$ cat config.mk
export PLATFORM = sky130hd
export DESIGN_NAME = regfile_dump_reader_flat
export DESIGN_NICKNAME = d
export VERILOG_FILES = /design/src/rtl/debug_pkg.sv /design/src/rtl/regfile_dump_reader_if.sv /design/src/rtl/word_byte_serializer.sv /design/src/rtl/regfile_dump_reader.sv /design/src/flat_wrapper.sv
export SDC_FILE = /design/constraint.sdc
export NUM_CORES = 1
export LEC_CHECK = 0
export CORE_UTILIZATION = 45
export CTS_BUF_LIST = sky130_fd_sc_hd__clkbuf_8
export DETAILED_ROUTE_END_ITERATION = 8
export PLACE_DENSITY_LB_ADDON = 0.08
export SLEW_MARGIN = 10
export SYNTH_ARGS = -nofsm -noshare
export SYNTH_HDL_FRONTEND = slang
export SYNTH_SLANG_ARGS = --single-unit
$ cat constraint.sdc
create_clock -name clk -period 1.7 [get_ports clk]
set_input_delay 0.255 -clock clk [delete_from_list [all_inputs] [get_ports clk]]
set_output_delay 0.255 -clock clk [all_outputs]
set_load 0.1 [all_outputs]
$ cat src/rtl/debug_pkg.sv
// Shared types and constants for the debug-side register dump logic.
package debug_pkg;

    localparam int BYTE_W         = 8;
    localparam int DEFAULT_DATA_W = 32;
    localparam int BYTES_PER_WORD = DEFAULT_DATA_W / BYTE_W;

    typedef logic [2:0] state_t;

    localparam state_t ST_IDLE     = 3'd0;
    localparam state_t ST_WAIT     = 3'd1;
    localparam state_t ST_SEND     = 3'd2;
    localparam state_t ST_DONE     = 3'd3;
    localparam state_t ST_CHECKSUM = 3'd4;

    function automatic int bytes_per_word(input int data_w);
        return data_w / BYTE_W;
    endfunction

endpackage

$ cat src/rtl/regfile_dump_reader_if.sv
// Register-file read port plus byte stream towards the UART transmitter.
interface regfile_dump_reader_if
    import debug_pkg::*;
#(
    parameter int ADDR_W = 5,
    parameter int DATA_W = 32
);
    logic [ADDR_W-1:0] o_rd_addr;
    logic [DATA_W-1:0] i_rd_data;
    logic [BYTE_W-1:0] o_tx_data;
    logic              o_tx_valid;
    logic              i_tx_ready;

    modport master (
        output o_rd_addr,
        output o_tx_data,
        output o_tx_valid,
        input  i_rd_data,
        input  i_tx_ready
    );

    modport slave (
        input  o_rd_addr,
        input  o_tx_data,
        input  o_tx_valid,
        output i_rd_data,
        output i_tx_ready
    );
endinterface

$ cat src/rtl/word_byte_serializer.sv
// Holds one register word and hands it out MSB byte first, flagging the final byte.
module word_byte_serializer
    import debug_pkg::*;
#(
    parameter int DATA_W = 32
) (
    input  logic              clk,
    input  logic              rst_n,
    input  logic              clear,
    input  logic              load,
    input  logic [DATA_W-1:0] load_word,
    input  logic              shift,
    output logic [BYTE_W-1:0] byte_out,
    output logic              last
);
    localparam int BPW   = bytes_per_word(DATA_W);
    localparam int IDX_W = (BPW > 1) ? $clog2(BPW) : 1;

    logic [DATA_W-1:0] word;
    logic [IDX_W-1:0]  idx;

    // Load has priority over shift; the FSM never asserts both in one cycle.
    always_ff @(posedge clk or negedge rst_n) begin
        if (!rst_n) begin
            word <= '0;
            idx  <= '0;
        end else if (clear) begin
            word <= '0;
            idx  <= '0;
        end else if (load) begin
            word <= load_word;
            idx  <= '0;
        end else if (shift) begin
            word <= word << BYTE_W;
            idx  <= idx + IDX_W'(1);
        end
    end

    assign byte_out = word[DATA_W-1 -: BYTE_W];
    assign last     = (idx == IDX_W'(BPW - 1));

endmodule

$ cat src/rtl/regfile_dump_reader.sv
// Walks all registers through one read port and streams them MSB-first as bytes.
// Define REGDUMP_CHECKSUM_EN to append an XOR checksum byte after the last register.
module regfile_dump_reader
    import debug_pkg::*;
#(
    parameter int N_REGS = 32,
    parameter int ADDR_W = 5,
    parameter int DATA_W = 32
) (
    input  logic                  clk,
    input  logic                  i_rst_n,
    input  logic                  i_start,
    regfile_dump_reader_if.master bus,
    output logic                  o_busy,
    output logic                  o_done
);
    localparam logic [ADDR_W-1:0] LAST_ADDR = ADDR_W'(N_REGS - 1);

    state_t            state;
    logic [ADDR_W-1:0] rd_addr;
    logic              handshake;
    logic              ser_last;
    logic [BYTE_W-1:0] ser_byte;
    logic              start_ok;

    assign start_ok  = (state == ST_IDLE) && i_start;
    assign handshake = bus.o_tx_valid && bus.i_tx_ready;

    word_byte_serializer #(.DATA_W(DATA_W)) u_ser (
        .clk       (clk),
        .rst_n     (i_rst_n),
        .clear     (start_ok),
        .load      (state == ST_WAIT),
        .load_word (bus.i_rd_data),
        .shift     ((state == ST_SEND) && handshake),
        .byte_out  (ser_byte),
        .last      (ser_last)
    );

    // The read port data for rd_addr settles on the falling edge, so WAIT can capture it.
    always_ff @(posedge clk or negedge i_rst_n) begin
        if (!i_rst_n) begin
            state   <= ST_IDLE;
            rd_addr <= '0;
        end else begin
            case (state)
                ST_IDLE: begin
                    if (i_start) begin
                        rd_addr <= '0;
                        state   <= ST_WAIT;
                    end
                end
                ST_WAIT: state <= ST_SEND;
                ST_SEND: begin
                    if (handshake && ser_last) begin
                        if (rd_addr == LAST_ADDR) begin
`ifdef REGDUMP_CHECKSUM_EN
                            state <= ST_CHECKSUM;
`else
                            state <= ST_DONE;
`endif
                        end else begin
                            rd_addr <= rd_addr + ADDR_W'(1);
                            state   <= ST_WAIT;
                        end
                    end
                end
`ifdef REGDUMP_CHECKSUM_EN
                ST_CHECKSUM: begin
                    if (handshake) state <= ST_DONE;
                end
`endif
                ST_DONE: state <= ST_IDLE;
                default: state <= ST_IDLE;
            endcase
        end
    end

`ifdef REGDUMP_CHECKSUM_EN
    logic [BYTE_W-1:0] checksum;

    always_ff @(posedge clk or negedge i_rst_n) begin
        if (!i_rst_n) begin
            checksum <= '0;
        end else if (start_ok) begin
            checksum <= '0;
        end else if ((state == ST_SEND) && handshake) begin
            checksum <= checksum ^ ser_byte;
        end
    end

    assign bus.o_tx_data  = (state == ST_CHECKSUM) ? checksum : ser_byte;
    assign bus.o_tx_valid = (state == ST_SEND) || (state == ST_CHECKSUM);
`else
    assign bus.o_tx_data  = ser_byte;
    assign bus.o_tx_valid = (state == ST_SEND);
`endif

    assign bus.o_rd_addr = rd_addr;
    assign o_busy        = (state != ST_IDLE);
    assign o_done        = (state == ST_DONE);

endmodule

$ cat src/flat_wrapper.sv
// flat-port wrapper written by rule: the top's interface ports become plain ports
module regfile_dump_reader_flat import debug_pkg::*;
#(
    parameter int N_REGS = 32,
    parameter int ADDR_W = 5,
    parameter int DATA_W = 32
)
  (clk, i_rst_n, i_start, o_busy, o_done, bus_o_rd_addr, bus_o_tx_data, bus_o_tx_valid, bus_i_rd_data, bus_i_tx_ready);
  regfile_dump_reader_if #(.ADDR_W(ADDR_W), .DATA_W(DATA_W)) bus_i ();
  input  logic clk;
  input  logic i_rst_n;
  input  logic i_start;
  output logic o_busy;
  output logic o_done;
  output wire logic [$bits(bus_i.o_rd_addr)-1:0] bus_o_rd_addr;
  output wire logic [$bits(bus_i.o_tx_data)-1:0] bus_o_tx_data;
  output wire logic [$bits(bus_i.o_tx_valid)-1:0] bus_o_tx_valid;
  input wire logic [$bits(bus_i.i_rd_data)-1:0] bus_i_rd_data;
  input wire logic [$bits(bus_i.i_tx_ready)-1:0] bus_i_tx_ready;
  assign bus_o_rd_addr = bus_i.o_rd_addr;
  assign bus_o_tx_data = bus_i.o_tx_data;
  assign bus_o_tx_valid = bus_i.o_tx_valid;
  assign bus_i.i_rd_data = bus_i_rd_data;
  assign bus_i.i_tx_ready = bus_i_tx_ready;
  regfile_dump_reader #(.N_REGS(N_REGS), .ADDR_W(ADDR_W), .DATA_W(DATA_W)) u_core (.clk(clk), .i_rst_n(i_rst_n), .i_start(i_start), .bus(bus_i), .o_busy(o_busy), .o_done(o_done));
endmodule
==> results by group, run 1 <==
Logic synthesis
  – Mapped Area: 0.001912 mm2
  – Largest family of logic cells by synthesized area: compound AO/OA/AOI/OAI gates
  – Simple-gate share of the synthesized area: 13.42%
  – Total nets after synthesis: 201
  – Post-synthesis compound-gate area fraction: 21.99%
  – Synth Warn #: 0
  – Syn_area_per_cell: 11.80 um2
  – Mux contribution to synthesized area: 1.636%
  – Yosys cell types: 34
  – Register area share after synthesis: 53.66%
  – Post-synthesis xor/xnor area fraction: 0%
  – Mapped Cells: 162
  – Adder-Cell Fraction of Synth Area: 1.963%
  – Synthesis-stage register bit count: 41

Finish
  – Finished Layout Cells: 266
  – Layout area overhead: 47.71%
  – Antenna fix cells: 0
  – Final core occ: 70.09%
  – Cell area after layout: 0.002824 mm2
  – Share of cells above drive strength 1: 25.46%
  – Final #Nets: 255

Status
  – Failing checks: setup timing
  – Status: finished, violations left

Drt
  – Final wirelength: 4341 um
  – Vias: 1499
  – Antenna-violating nets left: 0
  – DR iter-0 viols: 89
  – DRT Pass-1 Iters: 4
  – Wirelength per Cell: 16.32 um
  – Number of vias per cell: 5.635
  – DR DRC count: 0

Critical path
  – Critical path type: reg -> reg
  – Startpoint types: flop
  – CP required: 1.88 ns
  – CP max FO: 3
  – Crit path capture type: flop
  – Crit path DAT: 2.03 ns

STA
  – Least-Margin Pin Slew: 0.5330 ns
  – Final Skew: 0.006345 ns
  – Pins over their slew limit: 0
  – Final Critical Period: 1.851 ns
  – Period Utilization, post-route: 108.9%
  – Final setup violating endpoints: 5
  – Final Hold Vio Count: 0
  – Unrepaired setup endpoints after global routing: true
  – Worst setup margin: -0.1513 ns
  – Slew HR: 64.47%
  – Fmax: 540.2 MHz

GRT
  – Initial antenna violation count: 0
  – Total GRT Usage: 21.34%
  – Gr ovfl total: 0
  – First-pass GRT wire length: 7024 um
  – Pin count of the biggest net entering global routing: 42
  – Vias in the first global route: 1436

Clock tree
  – Num Clock Sinks: 41
  – Cts bufs inserted: 5
  – Bufs on Longest Clock Path: 2
  – Clock transition at path regs: 0.07 ns
  – TritonCTS clock tree: yes
  – Htree depth: 2
  – Clk root buf: clkbuf_8
  – CTS Hold Bufs: 0
  – Skew-Pair Late Insertion Delay: 0.29 ns

Placement
  – Port Buffers: 51
  – Placed insts: 256
  – Final HPWL DP: 2925 um
  – Final estimated routing congestion in global placement: 0.7098
  – Post-place instance area: 0.002695 mm2
  – DP Worst Slack: -0.1761 ns

Floorplanning
  – Die height: 67.18 um
  – Top Ports: 52
  – Die width: 67.18 um
  – Core area: 0.004029 mm2
  – Initial Util: 47.45%
  – Row cnt: 23
  – Full die area: 0.004513 mm2

Power and ir drop
  – Peak supply drop: 1.644 mV
  – Pwr Density: 2015 mW/mm2
  – Leakage: 0.001249 uW

Flow run
  – Max-cap violations: 0

Hold path
  – Hold Crit Class: in -> async
==> cell families (layout without fill, tap and decap cells) <==
family          Yosys count  in the layout
buf+inv                  26             80
flops                    41             41
mux                       3              3
fa+ha+maj                 3              3
simple gates             43             43
compound gates           46             46
==> cells in the mapped netlist <==
library cell | number | share of area (%)
dfrtp_1 | 41 | 54
a221o_1 | 25 | 13
and2_1 | 24 | 7.9
buf_4 | 10 | 3.9
a22o_1 | 9 | 4.1
inv_1 | 6 | 1.2
clkbuf_1 | 5 | 0.98
buf_2 | 4 | 1.0
ha_1 | 3 | 2.0
nand2_1 | 3 | 0.59
nand3_1 | 3 | 0.79
nor2_1 | 3 | 0.59
and2_0 | 2 | 0.65
mux2i_1 | 2 | 1.0
o21ai_0 | 2 | 0.52
o2bb2ai_1 | 2 | 0.92
a2111o_1 | 1 | 0.59
a21boi_0 | 1 | 0.39
a21oi_1 | 1 | 0.26
a21oi_2 | 1 | 0.46
a2bb2oi_1 | 1 | 0.46
a31oi_1 | 1 | 0.33
a32oi_1 | 1 | 0.46
and2b_1 | 1 | 0.39
and3_1 | 1 | 0.33
inv_2 | 1 | 0.20
mux2_2 | 1 | 0.59
nand2b_1 | 1 | 0.33
nand2b_2 | 1 | 0.46
nand4b_1 | 1 | 0.46
nor3_1 | 1 | 0.26
nor3b_1 | 1 | 0.39
o211ai_1 | 1 | 0.39
or2_2 | 1 | 0.33
==> placed cells by master (no fill, tap or decap), drive strengths merged, types with 2 or more instances in the layout <==
master | netlist | final
inv | 7 | 7
o21ai | 2 | 2
and2 | 26 | 26
a22o | 9 | 9
ha | 3 | 3
a221o | 25 | 25
nand2b | 2 | 2
o2bb2ai | 2 | 2
nand3 | 3 | 3
dfrtp | 41 | 41
a21oi | 2 | 2
buf | 14 | 32
clkbuf | 5 | 5
nor2 | 3 | 3
mux2i | 2 | 2
nand2 | 3 | 3
clkdlybuf4s50 | 0 | 34
==> area by class of cell <==
type | instances | area (um2)
repair buffers | 66 | 803.3
flip-flops and latches | 41 | 1037
well taps | 50 | 62.56
clock buffers | 5 | 68.82
fillers | 297 | 1205
multi-input cells | 95 | 788.3
inverters | 7 | 28.78
clock inverters | 2 | 35.03
==> power by group <==
part / total, uW / leakage (uW) / switching, uW / internal [uW]
clock network: 759 / 0.0000540 / 332 / 427
logic: 3230 / 0.000660 / 1890 / 1340
registers: 1700 / 0.000535 / 313 / 1380
total: 5690 / 0.00125 / 2530 / 3160
==> sequential cells by signal, summed over array words and instances, names as in the netlist <==
name                  flops
u_core.u_ser.word        32
u_core.bus.o_rd_addr      5
u_core.state              2
u_core.u_ser.idx          2
==> layer usage <==
layer  up-vias  GRT usage, %  share of wire, %
met5         -             0                 0
met4         0         7.713              0.44
met3         4         4.223               6.5
met2        64         30.75                45
met1       728         31.75                48
li1        703             -                 -
==> critical path, cell delays in order, from the launching register on <==
cell and delay (ns):
dfrtp_4 0.49, ha_4 0.16, and3_4 0.15, ha_4 0.15
nand4b_1 0.23, a221o_1 0.37, a22o_1 0.18
==> path summary, 6_finish.rpt <==
path	from	endpoint	slack [ns]	depth (start not counted)
max in group asynchronous	i_rst_n	u_core.bus.o_rd_addr[0]	1.27	2
min in group clk	u_core.u_ser.word[4]	u_core.u_ser.word[12]	0.51	1
min	i_rst_n	u_core.bus.o_rd_addr[1]	0.01	2
min reg2reg	u_core.u_ser.word[4]	u_core.u_ser.word[12]	0.51	1
max	u_core.bus.o_rd_addr[0]	u_core.bus.o_rd_addr[2]	-0.15	6
max reg2reg	u_core.bus.o_rd_addr[0]	u_core.bus.o_rd_addr[2]	-0.15	6
==> repair_timing <==
item,4_1_cts,5_1_grt
endpoints found under the hold margin,0,0
setup buffers,0,3
setup endpoints to repair,5,32
cloned,0,0
gates resized for setup,0,2
pin swaps,4,3
==> through the flow <==
stage	setup TNS (ns)	total power (uW)	hold WS (ns)
floorplan	-1.352	3792	-0.04059
global placement	-0.3796	4808	0.3413
detailed placement	-0.7807	4897	0.3469
CTS	-0.7558	5662	0.03267
global route	-1.045	5948	0.08254
finish	-0.6837	5690	0.01346
(Power assumes the default switching activity.)
==> inputs of run 2 (changes only) <==
--- a/config.mk
+++ b/config.mk
@@ -5,8 +5,9 @@
 export SDC_FILE = /design/constraint.sdc
 export NUM_CORES = 1
 export LEC_CHECK = 0
-export CORE_UTILIZATION = 45
-export CTS_BUF_LIST = sky130_fd_sc_hd__clkbuf_8
+export CAP_MARGIN = 20
+export CORE_UTILIZATION = 43
+export CTS_BUF_LIST = sky130_fd_sc_hd__clkbuf_16
 export DETAILED_ROUTE_END_ITERATION = 8
 export PLACE_DENSITY_LB_ADDON = 0.08
 export SLEW_MARGIN = 10
==> results by group, run 2 (synthesized netlist as in run 1, its figures left out) <==
Status
  – Status: finished, violations left
  – Failing checks: setup timing

Critical path
  – Crit path top cell by count: ha_4
  – Startpoint types: flop
  – CP max FO: 3
  – Worst path slowest cell: dfrtp_4
  – Setup slack on the worst flop-to-flop path: -0.17 ns
  – CP delay by family, top: flip-flops
  – CP Cell Sequence: ha_4, and3_4, ha_4, nand4b_1, a21oi_2, mux2_4
  – CP required: 1.86 ns
  – Critical path type: reg -> reg
  – Largest stage delay on the critical path: 0.49 ns
  – Buf+Inv Stages, Crit Path: 0
  – Crit path DAT: 2.03 ns
  – Crit path capture type: flop

Placement
  – Port Buffers: 51
  – DP Worst Slack: -0.1749 ns
  – Final estimated routing congestion in global placement: 0.7401
  – Final HPWL DP: 3119 um
  – Post-place instance area: 0.002695 mm2

Drt
  – Number of vias per cell: 5.689
  – Vias: 1502
  – Antenna-violating nets left: 0
  – DR iter-0 viols: 92
  – Final wirelength: 4388 um
  – DRT Pass-1 Iters: 4
  – Wirelength per Cell: 16.62 um
  – DR DRC count: 0

Clock tree
  – Cts bufs inserted: 5
  – Setup repair bufs after CTS: 0
  – Clk root buf: clkbuf_16
  – Bufs on Longest Clock Path: 2
  – Skew-Pair Late Insertion Delay: 0.27 ns
  – TritonCTS clock tree: yes
  – Num Clock Sinks: 41
  – Htree depth: 2
  – Clock transition at path regs: 0.06 ns

Floorplanning
  – Die width: 68.68 um
  – Die height: 68.68 um
  – Initial Util: 46.14%
  – Top Ports: 52
  – Core area: 0.004144 mm2
  – Full die area: 0.004717 mm2
  – Row cnt: 23

Power and ir drop
  – Part of the power in registers: 29.2%
  – Psw: 2550 uW
  – Logic pwr share: 53.5%
  – Sw Ratio: 42.99%
  – PnR Total Power: 5931 uW
  – Peak supply drop: 0.8992 mV
  – Leakage: 0.001262 uW
  – Clock Power Share: 17.3%
  – Pwr Density: 2067 mW/mm2
  – Internal Power: 3381 uW

Finish
  – Layout area overhead: 50.07%
  – Antenna fix cells: 0
  – Final core occ: 69.23%
  – Final #Nets: 253
  – Most common cell after layout, fill and taps aside: dfrtp_1
  – Fill count: 305
  – Max reg flops: 32
  – Commonest non-fill, non-tap cells in the layout: dfrtp_1 (35), clkdlybuf4s50_1 (34), a221o_1 (25)
  – Cell area after layout: 0.002869 mm2
  – Top reg by flops: u_core.u_ser.word
  – Share of cells above drive strength 1: 24.77%

STA
  – Pins over their slew limit: 0
  – Final setup violating endpoints: 5
  – Final Skew: 0.004353 ns
  – Least-Margin Pin Slew: 0.5763 ns
  – Unrepaired setup endpoints after global routing: true
  – Hold WS: 0.5109 ns
  – Worst setup margin: -0.1718 ns
  – Fmax: 534.2 MHz
  – Final Critical Period: 1.872 ns
  – Slew HR: 61.58%
  – Final Hold Vio Count: 0
  – Period Utilization, post-route: 110.1%

Hold path
  – Hold Crit Class: reg -> reg

GRT
  – Vias in the first global route: 1541
  – First-pass GRT wire length: 7203 um
  – Total GRT Usage: 21.16%
  – Initial antenna violation count: 0
  – Gr ovfl total: 0
  – Pin count of the biggest net entering global routing: 33

Flow run
  – Max-cap violations: 0
==> run 2: cell count changes in the layout (fill, tap and decap cells not counted) <==
cell	change
clkbuf_16	+5
buf_4	-3
dlygate4sd3_1	+1
dfrtp_1	-1
clkbuf_8	-5
dfrtp_2	+1
==> run 2: area by class of cell <==
cell class                 instances  area, um2  share of cell area (%)
clock inverter                     2      35.03                   1.221
timing repair buffer              64      790.8                   27.56
inverter                           7      28.78                   1.003
sequential                        41       1039                   36.20
multi-input combinational         95      788.3                   27.47
tap                               50      62.56                   2.181
clock buffer                       5      125.1                   4.361
==> run 2: power groups by stage <==
| stage | Sequential [uW] | Combinational, uW | Clock (uW) |
|---|---|---|---|
| 4_1_cts | 1720 | 3190 | 1040 |
| 5_1_grt | 1780 | 3340 | 1070 |
| 2_1_floorplan | 1850 | 1940 | 0 |
| 3_5_place_dp | 1730 | 3180 | 0 |
| 3_3_place_gp | 1700 | 3100 | 0 |
| 6_report | 1730 | 3170 | 1020 |
==> run 2: final timing paths <==
check                                             start                 endpoint  cells past startpoint
worst min-delay path               u_core.u_ser.word[4]     u_core.u_ser.word[4]                      1
worst min register to register     u_core.u_ser.word[4]     u_core.u_ser.word[4]                      1
worst max-delay path            u_core.bus.o_rd_addr[1]  u_core.bus.o_rd_addr[0]                      6
max in group asynchronous                       i_rst_n    u_core.u_ser.word[19]                      3
min in group asynchronous                       i_rst_n  u_core.bus.o_rd_addr[0]                      2
worst max register to register  u_core.bus.o_rd_addr[1]  u_core.bus.o_rd_addr[0]                      6
==> run 2: per-stage QoR <==
stage	setup TNS [ns]	std cells
2_1_floorplan	-1.352	162
3_3_place_gp	-0.4299	256
3_5_place_dp	-0.8021	256
4_1_cts	-0.8347	264
5_1_grt	-1.160	264
6_report	-0.7592	264
==> run 2: repair_timing <==
| item | in CTS | in global routing |
|---|---|---|
| endpoints found under the setup margin | 5 | 30 |
| resized for setup | 0 | 3 |
| hold buffers | 1 | 0 |
| pin swaps | 3 | 3 |
| endpoints found under the hold margin | 24 | 0 |
==> run 2: metal layers <==
metal | routed length [um] | vias to the layer above | track usage, %
li1 | - | 695 | -
met1 | 2045 | 748 | 28.89
met2 | 2056 | 53 | 33.95
met3 | 237 | 6 | 4.605
met4 | 48 | 0 | 5.729
met5 | 0 | - | 0
